[config.mk]
export PLATFORM = sky130hd
export DESIGN_NAME = uart_cmd_parser
export DESIGN_NICKNAME = d
export VERILOG_FILES = /design/src/rtl/uart_cmd_parser.sv
export SDC_FILE = /design/constraint.sdc
export NUM_CORES = 1
export LEC_CHECK = 0
export ABC_AREA = 1
export CAP_MARGIN = 15
export CORE_ASPECT_RATIO = 1.25
export CORE_MARGIN = 2
export CORE_UTILIZATION = 45
export DETAILED_ROUTE_END_ITERATION = 16
export GPL_TIMING_DRIVEN = 0
export HOLD_SLACK_MARGIN = 0.02
export PLACE_DENSITY_LB_ADDON = 0.05
export SETUP_SLACK_MARGIN = 0.1
export SLEW_MARGIN = 20
export SYNTH_ARGS = -nofsm -noshare
export SYNTH_HDL_FRONTEND = slang
export SYNTH_SLANG_ARGS = --single-unit
[constraint.sdc]
create_clock -name clk -period 1.9 [get_ports clk]
set_input_delay 0.38 -clock clk [delete_from_list [all_inputs] [get_ports clk]]
set_output_delay 0.38 -clock clk [all_outputs]
set_load 0.01 [all_outputs]
[src/rtl/uart_cmd_parser.sv]
// ASCII command-line parser: "letter [digit [digit]] CR|LF" -> one-cycle action/error pulses.
// Optional inter-byte timeout is built only when CMD_TIMEOUT_EN is defined.
module uart_cmd_parser #(
    parameter int unsigned MAX_ARG        = 15,
    parameter int unsigned DEFAULT_ARG    = 1,
    parameter int unsigned TIMEOUT_CYCLES = 27_000_000
) (
    input  logic       clk,
    input  logic       rst,
    input  logic [7:0] rx_byte,
    output logic       cmd_valid,
    output logic [2:0] cmd_code,
    output logic [3:0] cmd_arg,
    output logic       cmd_err,
    output logic [1:0] err_code,
    output logic       busy
);

    typedef enum logic [2:0] {
        S_IDLE,
        S_CMD,
        S_ARG1,
        S_ARG2,
        S_ERR
    } state_e;

    localparam logic [6:0] MAX_ARG_C     = 7'(MAX_ARG);
    localparam logic [6:0] DEFAULT_ARG_C = 7'(DEFAULT_ARG);

    localparam logic [7:0] CH_CR    = 8'h0D;
    localparam logic [7:0] CH_LF    = 8'h0A;
    localparam logic [7:0] CH_SPACE = 8'h20;
    localparam logic [7:0] CH_ZERO  = 8'h30;
    localparam logic [7:0] CH_NINE  = 8'h39;

    state_e     state_q, state_d;
    logic [7:0] rx_prev_q;
    logic [2:0] code_q, code_d;
    logic [6:0] arg_q, arg_d;
    logic       valid_q, valid_d;
    logic       err_q, err_d;
    logic [2:0] cmd_code_q, cmd_code_d;
    logic [3:0] cmd_arg_q, cmd_arg_d;
    logic [1:0] err_code_q, err_code_d;

    logic       byte_stb;
    logic       is_term;
    logic       is_space;
    logic       is_digit;
    logic [3:0] digit;
    logic [7:0] upper;
    logic [2:0] letter_code;

    logic       emit;
    logic [6:0] emit_arg;
    logic       syntax_done;
    logic       timeout_fire;

`ifdef CMD_TIMEOUT_EN
    localparam logic [24:0] TIMEOUT_LAST = 25'(TIMEOUT_CYCLES - 1);
    logic [24:0] cnt_q, cnt_d;
`endif

    assign byte_stb = (rx_byte != '0) && (rx_prev_q == '0);
    assign is_term  = (rx_byte == CH_CR) || (rx_byte == CH_LF);
    assign is_space = (rx_byte == CH_SPACE);
    assign is_digit = (rx_byte >= CH_ZERO) && (rx_byte <= CH_NINE);
    assign digit    = rx_byte[3:0];
    // Clearing bit 5 folds lower-case ASCII letters onto upper case.
    assign upper    = rx_byte & 8'hDF;

    always_comb begin
        letter_code = 3'd0;
        if (rx_byte[6]) begin
            case (upper)
                8'h46:   letter_code = 3'd1;
                8'h50:   letter_code = 3'd2;
                8'h43:   letter_code = 3'd3;
                8'h4D:   letter_code = 3'd4;
                8'h53:   letter_code = 3'd5;
                8'h52:   letter_code = 3'd6;
                default: letter_code = 3'd0;
            endcase
        end
    end

    // State register and all registered outputs.
    always_ff @(posedge clk) begin
        if (rst) begin
            state_q    <= S_IDLE;
            rx_prev_q  <= '0;
            code_q     <= '0;
            arg_q      <= '0;
            valid_q    <= 1'b0;
            err_q      <= 1'b0;
            cmd_code_q <= '0;
            cmd_arg_q  <= '0;
            err_code_q <= '0;
        end else begin
            state_q    <= state_d;
            rx_prev_q  <= rx_byte;
            code_q     <= code_d;
            arg_q      <= arg_d;
            valid_q    <= valid_d;
            err_q      <= err_d;
            cmd_code_q <= cmd_code_d;
            cmd_arg_q  <= cmd_arg_d;
            err_code_q <= err_code_d;
        end
    end

`ifdef CMD_TIMEOUT_EN
    always_ff @(posedge clk) begin
        if (rst) begin
            cnt_q <= '0;
        end else begin
            cnt_q <= cnt_d;
        end
    end

    always_comb begin
        cnt_d = cnt_q + 25'd1;
        if (byte_stb || (state_q == S_IDLE)) begin
            cnt_d = '0;
        end
    end

    // A byte strobe in the expiry cycle takes priority over the timeout.
    assign timeout_fire = !byte_stb && (state_q != S_IDLE) && (cnt_q == TIMEOUT_LAST);
`else
    assign timeout_fire = 1'b0;
`endif

    // Next-state and parse datapath.
    always_comb begin
        state_d     = state_q;
        code_d      = code_q;
        arg_d       = arg_q;
        emit        = 1'b0;
        emit_arg    = arg_q;
        syntax_done = 1'b0;

        if (byte_stb) begin
            case (state_q)
                S_IDLE: begin
                    if (is_term || is_space) begin
                        state_d = S_IDLE;
                    end else if (letter_code != 3'd0) begin
                        code_d  = letter_code;
                        arg_d   = '0;
                        state_d = S_CMD;
                    end else begin
                        state_d = S_ERR;
                    end
                end
                S_CMD: begin
                    if (is_digit) begin
                        arg_d   = {3'b000, digit};
                        state_d = S_ARG1;
                    end else if (is_term) begin
                        emit     = 1'b1;
                        emit_arg = DEFAULT_ARG_C;
                        state_d  = S_IDLE;
                    end else begin
                        state_d = S_ERR;
                    end
                end
                S_ARG1: begin
                    if (is_digit) begin
                        arg_d   = 7'(arg_q * 7'd10 + {3'b000, digit});
                        state_d = S_ARG2;
                    end else if (is_term) begin
                        emit    = 1'b1;
                        state_d = S_IDLE;
                    end else begin
                        state_d = S_ERR;
                    end
                end
                S_ARG2: begin
                    if (is_term) begin
                        emit    = 1'b1;
                        state_d = S_IDLE;
                    end else begin
                        state_d = S_ERR;
                    end
                end
                S_ERR: begin
                    if (is_term) begin
                        syntax_done = 1'b1;
                        state_d     = S_IDLE;
                    end
                end
                default: state_d = S_IDLE;
            endcase
        end else if (timeout_fire) begin
            state_d = S_IDLE;
        end
    end

    // Output next values: pulses plus the held code/arg/err_code.
    always_comb begin
        valid_d    = 1'b0;
        err_d      = 1'b0;
        cmd_code_d = cmd_code_q;
        cmd_arg_d  = cmd_arg_q;
        err_code_d = err_code_q;

        if (emit) begin
            if (emit_arg > MAX_ARG_C) begin
                err_d      = 1'b1;
                err_code_d = 2'd2;
            end else begin
                valid_d    = 1'b1;
                cmd_code_d = code_q;
                cmd_arg_d  = emit_arg[3:0];
            end
        end else if (syntax_done) begin
            err_d      = 1'b1;
            err_code_d = 2'd1;
        end else if (timeout_fire) begin
            err_d      = 1'b1;
            err_code_d = 2'd3;
        end
    end

    assign cmd_valid = valid_q;
    assign cmd_err   = err_q;
    assign cmd_code  = cmd_code_q;
    assign cmd_arg   = cmd_arg_q;
    assign err_code  = err_code_q;
    assign busy      = (state_q != S_IDLE);

endmodule
After elaboration in Yosys (flattened, before gate mapping)
Cells that the tools add are included.

operators by class
  $lt $le $gt $ge = 3
  bitwise logic cells = 3
  multiplexer cells = 31
  reduce and logical (&&, ||, !) cells = 18
  multiply operators = 1
  $add $sub $neg = 1
  equality and inequality tests = 19

operators by type and width
  operator                                                           number
  2-to-1 mux 7 bit                                                   8
  equality test 7 x 6 -> 1 bit, second input constant                6
  2-to-1 mux 3 bit                                                   7
  one-hot mux 7 bit (3 select lines)                                 1
  one-hot mux 3 bit (6 select lines)                                 1
  equality test 8 x 4 -> 1 bit, second input constant                2
  one-hot mux 3 bit (5 select lines)                                 1
  inequality test 2 bit, second input constant                       5
  2-to-1 mux 1 bit                                                   9
  nonzero test 3 bit                                                 3
  equality test 8 x 6 -> 1 bit, second input constant                1
  greater-or-equal comparator 8 x 6 -> 1 bit, second input constant  1
  <= comparator 8 x 6 -> 1 bit, second input constant                1
  zero test 8 bit                                                    1
  nonzero test 8 bit                                                 1
  adder 7 x 4 -> 7 bit                                               1
  > comparator 7 x 4 -> 1 bit, second input constant                 1
  multiplier 7 x 3 -> 6 bit, second input constant                   1
  equality test 3 x 2 -> 1 bit, second input constant                2
  2-to-1 mux 2 bit                                                   3
  AND reduction 2 bit                                                3
  AND reduction 6 bit                                                1
  AND reduction 4 bit                                                1
  OR reduction 2 bit                                                 2
  other kinds (9)                                                    13

word-level totals
  input port bits = 10
  register bits = 32
  output and inout port bits = 12
  word-level logic and storage cells = 85

Depth between registers and ports, before layout
Gate-level depths: netlist of the first run.

  depth in word-level cells = 9
  mapped depth = 13
  depth with buffers taken out = 13

Worst setup path before layout of the first run
OpenSTA, ideal clock, no wires.

  path type = register -> register
  start = register arg_q[3]
  end = register arg_q[6]
  stages on the path, launching flop included = 13
  period minus slack after synthesis = 1.958 ns
  setup slack = -0.058 ns
  buffers on the path = 0
  library setup time = 0.113 ns
  data required time = 1.787 ns
  arrival time = 1.846 ns
  cell sequence = dfxtp_1 > ha_1 > ha_1 > inv_1 > fa_1 > nor2_1 > nand4_1 > nand2_1 > nand2_1 > nand3_1 > nand3_1 > nand2_1 > nor2_1

between the ends
  longest elaborated chain between the ends = 4

RTL lines
  element                             RTL line  source
  from (decl)                         39        logic [6:0] arg_q, arg_d;
  from (signal assigned)              103       arg_q <= arg_d;
  multiplier 7 x 3 -> 6 bit           170       arg_d = 7'(arg_q * 7'd10 + {3'b000, digit});
  adder 7 x 4 -> 7 bit                170
  2-to-1 mux 7 bit                    169       if (is_digit) begin
  one-hot mux 7 bit (3 select lines)  144       case (state_q)

Every way passes these cells. The select of a mux whose other input is x is not followed.
A chain may end at the register's enable or synchronous reset.

Final worst setup path of the first run
Ends and elaborated chain as after synthesis.

==> results of run 1 <==
where the power goes:
| group | total, mW | switching (mW) | internal (mW) | leakage (nW) |
|---|---|---|---|---|
| sequential | 0.691 | 0.00905 | 0.682 | 0.263 |
| combinational | 0.186 | 0.115 | 0.0717 | 0.906 |
| clock | 0.712 | 0.250 | 0.463 | 0.0645 |
| total | 1.59 | 0.373 | 1.22 | 1.23 |
worst reg2reg max path, stage by stage (launching register included):
cell and delay [ns]:
sky130_fd_sc_hd__dfxtp_4 0.35, sky130_fd_sc_hd__ha_4 0.24, sky130_fd_sc_hd__ha_4 0.15, sky130_fd_sc_hd__inv_2 0.05, sky130_fd_sc_hd__fa_2 0.46, sky130_fd_sc_hd__nor2_2 0.12
sky130_fd_sc_hd__nand4_1 0.09, sky130_fd_sc_hd__nand2_1 0.09, sky130_fd_sc_hd__inv_1 0.04, sky130_fd_sc_hd__nand2_1 0.06, sky130_fd_sc_hd__nand3_1 0.07, sky130_fd_sc_hd__nand3_1 0.07
sky130_fd_sc_hd__nand2_1 0.05, sky130_fd_sc_hd__nor2_1 0.07
per-layer routing:
metal | vias to the layer above | global-route usage (%) | routed length, um
met5 | - | 0 | 0
met4 | 0 | 7.11 | 93
met3 | 11 | 3.19 | 122
met2 | 35 | 35.9 | 2390
met1 | 838 | 22.2 | 1870
li1 | 1037 | - | -
cell type report:
type	count	area, um2	share of cell area, %
Buffer	3	20.0	0.789
Inverter	50	190	7.50
Clock inverter	1	30.0	1.18
Tap cell	56	70.1	2.76
Sequential cell	32	652	25.7
Multi-Input combinational cell	228	1220	47.9
Timing Repair Buffer	28	263	10.4
Clock buffer	7	96.3	3.80
cell families (layout without fill, tap and decap cells):
| kind of cell | after synthesis | count (layout) | share of synthesized area [%] |
|---|---|---|---|
| AND/OR/NAND/NOR | 185 | 185 | 40.1 |
| buffers and inverters | 53 | 89 | 10.7 |
| flip-flops | 32 | 32 | 32.9 |
| AO/OA/AOI/OAI | 30 | 30 | 7.96 |
| adder cells (fa/ha/maj) | 9 | 9 | 6.55 |
| XOR/XNOR | 4 | 4 | 1.80 |
what timing repair did:
item                                    4_1_cts  5_1_grt
pin swaps                                     4       13
gates resized for setup                      16       30
endpoints found under the setup margin       23       24
buffers inserted                              2        5
flip-flops by register name (all words and copies together), names as in the netlist:
signal     flops
cmd_err        1
code_q         3
arg_q          7
state_q        3
cmd_arg        4
rx_prev_q      8
cmd_code       3
cmd_valid      1
err_code       2
through the flow:
stage	cells	cell area (um2)	setup WS [ns]	utilization [%]
4_1_cts	400	2410	-0.0881	58.3
6_report	405	2540	-0.0749	61.4
3_3_place_gp	390	2260	-0.620	54.7
2_1_floorplan	313	1980	0.0324	-
5_1_grt	405	2540	-0.161	61.4
3_5_place_dp	390	2260	-0.613	54.7
cells in the final DEF (no fill, tap or decap), types with 5 or more instances in the layout:
cell type / Yosys / routed
sky130_fd_sc_hd__o21ai_1: 9 / 10
sky130_fd_sc_hd__clkdlybuf4s50_1: 0 / 13
sky130_fd_sc_hd__nand2_1: 87 / 81
sky130_fd_sc_hd__buf_4: 0 / 7
sky130_fd_sc_hd__a21oi_1: 12 / 9
sky130_fd_sc_hd__nand3_1: 18 / 17
sky130_fd_sc_hd__nor2_1: 60 / 53
sky130_fd_sc_hd__nand2_2: 5 / 10
sky130_fd_sc_hd__nor2_2: 3 / 8
sky130_fd_sc_hd__inv_1: 42 / 38
sky130_fd_sc_hd__inv_2: 6 / 9
sky130_fd_sc_hd__dfxtp_1: 32 / 27
sky130_fd_sc_hd__clkbuf_8: 0 / 7
sky130_fd_sc_hd__o21ai_0: 6 / 5
worst max-delay path by stage:
stage	startpoint	endpoint	slack, ns	cells past startpoint
2_1_floorplan	arg_q[3]$_SDFFE_PP0P_	arg_q[6]$_SDFFE_PP0P_	0.03	12
3_3_place_gp	rx_byte[1]	arg_q[5]$_SDFFE_PP0P_	-0.62	12
3_5_place_dp	rx_byte[1]	arg_q[5]$_SDFFE_PP0P_	-0.61	12
4_1_cts	arg_q[3]$_SDFFE_PP0P_	arg_q[6]$_SDFFE_PP0P_	-0.09	13
5_1_grt	arg_q[3]$_SDFFE_PP0P_	arg_q[6]$_SDFFE_PP0P_	-0.16	13
6_report	arg_q[3]$_SDFFE_PP0P_	arg_q[6]$_SDFFE_PP0P_	-0.07	13
==> metrics, run 1 <==
run status=finished, violations left; failing checks=setup timing; syn_nets=332; final WL=4480 um; part of the Yosys area used for sequential elements=32.9%; DR DRC count=0; final period utilization=104%; worst path cell trace=ha_4 > ha_4 > inv_2 > fa_2 > nor2_2 > nand4_1 > nand2_1 > inv_1 > nand2_1 > nand3_1 > nand3_1 > nand2_1 > nor2_1; total of hold buffers inserted after clock tree synthesis=0; critical hold path startpoint=rx_byte[7]; share of flip-flops with an asynchronous set or reset after synthesis=0%; Hold Fails Final Rpt=0; Vias/cell=4.74; number of inserted filler cells in the final layout=420; overall overflow remaining after global route=0; area share of the largest cell type after synthesis=32.9%; most numerous cell in the Yosys netlist=sky130_fd_sc_hd__nand2_1; die boundary width=62.9 um; Rows=26; highest net fanout along the worst path=2; critical setup path kind=reg2reg; count of flip-flops with a built-in enable after synthesis=0; Slew Viols, Final=0; largest net degree at the start of global routing=11; total global-route track usage=19.4%; n_diodes=0; count of different cell masters after synthesis=30; synth top area cells=sky130_fd_sc_hd__dfxtp_1 33%, sky130_fd_sc_hd__nand2_1 17%, sky130_fd_sc_hd__nor2_1 12%; floorplan die area=4870 um2; destination of the worst hold path=rx_prev_q[7]$_SDFF_PP0_; Power Dens Cells=626 nW/um2; unrepaired setup endpoints after global routing=yes; peak ir drop on the vdd network=0.450 mV; maximum clock skew at final layout=0.00879 ns; Setup crit start kind=flip-flop; Buf/Inv on CP=2; number of warnings printed during yosys synthesis=0; LEAKAGE=1.23 nW; clock tree sinks=32; overall power of the completed layout=1.59 mW; synthesized instance count=313; placed wire-length estimate=3530 um; number of design-rule violations left by the first detailed-router iteration=63; insertion delay to the later sink of the worst-skew pair=0.28 ns; most common library cells after synthesis=87 x sky130_fd_sc_hd__nand2_1, 60 x sky130_fd_sc_hd__nor2_1, 42 x sky130_fd_sc_hd__inv_1; clock-pin slew on the worst setup and hold paths=0.06 ns; Setup WS post-layout=-0.0749 ns; arrival time at the worst endpoint=2.20 ns; clk buf depth=2; effective utilization at floorplan=47.2%; largest incremental delay on the critical path=0.46 ns; worst r2r dst=arg_q[6]$_SDFFE_PP0P_; most numerous cell on the critical path=sky130_fd_sc_hd__nand2_1; number of buffers added on ports=21; total negative slack=-0.0749 ns; final setup vio count=1; netlist area before placement=1950 um2; CTS Buf Count=5; final net count=367; total number of H-tree levels=2; clk root buf=sky130_fd_sc_hd__clkbuf_8; Slowest-stage cell, CP=sky130_fd_sc_hd__fa_2; R2R Setup Slk=-0.07 ns; via count of the first global-routing pass=1728; number of iterations in the first detailed-routing pass=4; Worst R2R Path Depth=13; post-synthesis to final-layout area growth=30.3%; family of cells with the greatest summed delay on the critical path=adder cells; cell type with the highest aggregate area in the netlist=sky130_fd_sc_hd__dfxtp_1; flip-flop and latch count after synthesis=32; gp weighted congestion=0.909; worst hold margin=0.409 ns; Worst-Margin Slew=0.428 ns; proportion of layout cells with a drive suffix above 1=20.1%; category of the worst setup path capture point=flip-flop; mean routed wirelength per cell=11.1 um; Period minus WS final=1.97 ns; vias after detailed routing=1921; Hold Path Class=in2reg; number of top-level design ports=22; Crit Reg-Reg Startpoint=arg_q[3]$_SDFFE_PP0P_; required time reported for the critical path endpoint=2.12 ns; achievable frequency=506 MHz; count of maximum capacitance violations=0; core footprint=4130 um2; worst rel slew slack=71.5%; TritonCTS clock tree=yes; top flip-flop cell by instance count after synthesis=sky130_fd_sc_hd__dfxtp_1; remaining antenna violation count after routing=0; global-route wire length before repair=7530 um; Die Ht=77.6 um; number of antenna violations at the first check in global routing=0; worst hold stages=3; average instance area after synthesis=6.22 um2
Note: power is estimated with default switching activity, not from simulation.
==> run 2: changes to the inputs <==
- SLEW_MARGIN: 20 -> unset
==> results of run 2 <==
The final DEF is identical to that of run 1; final timing and power are the same.
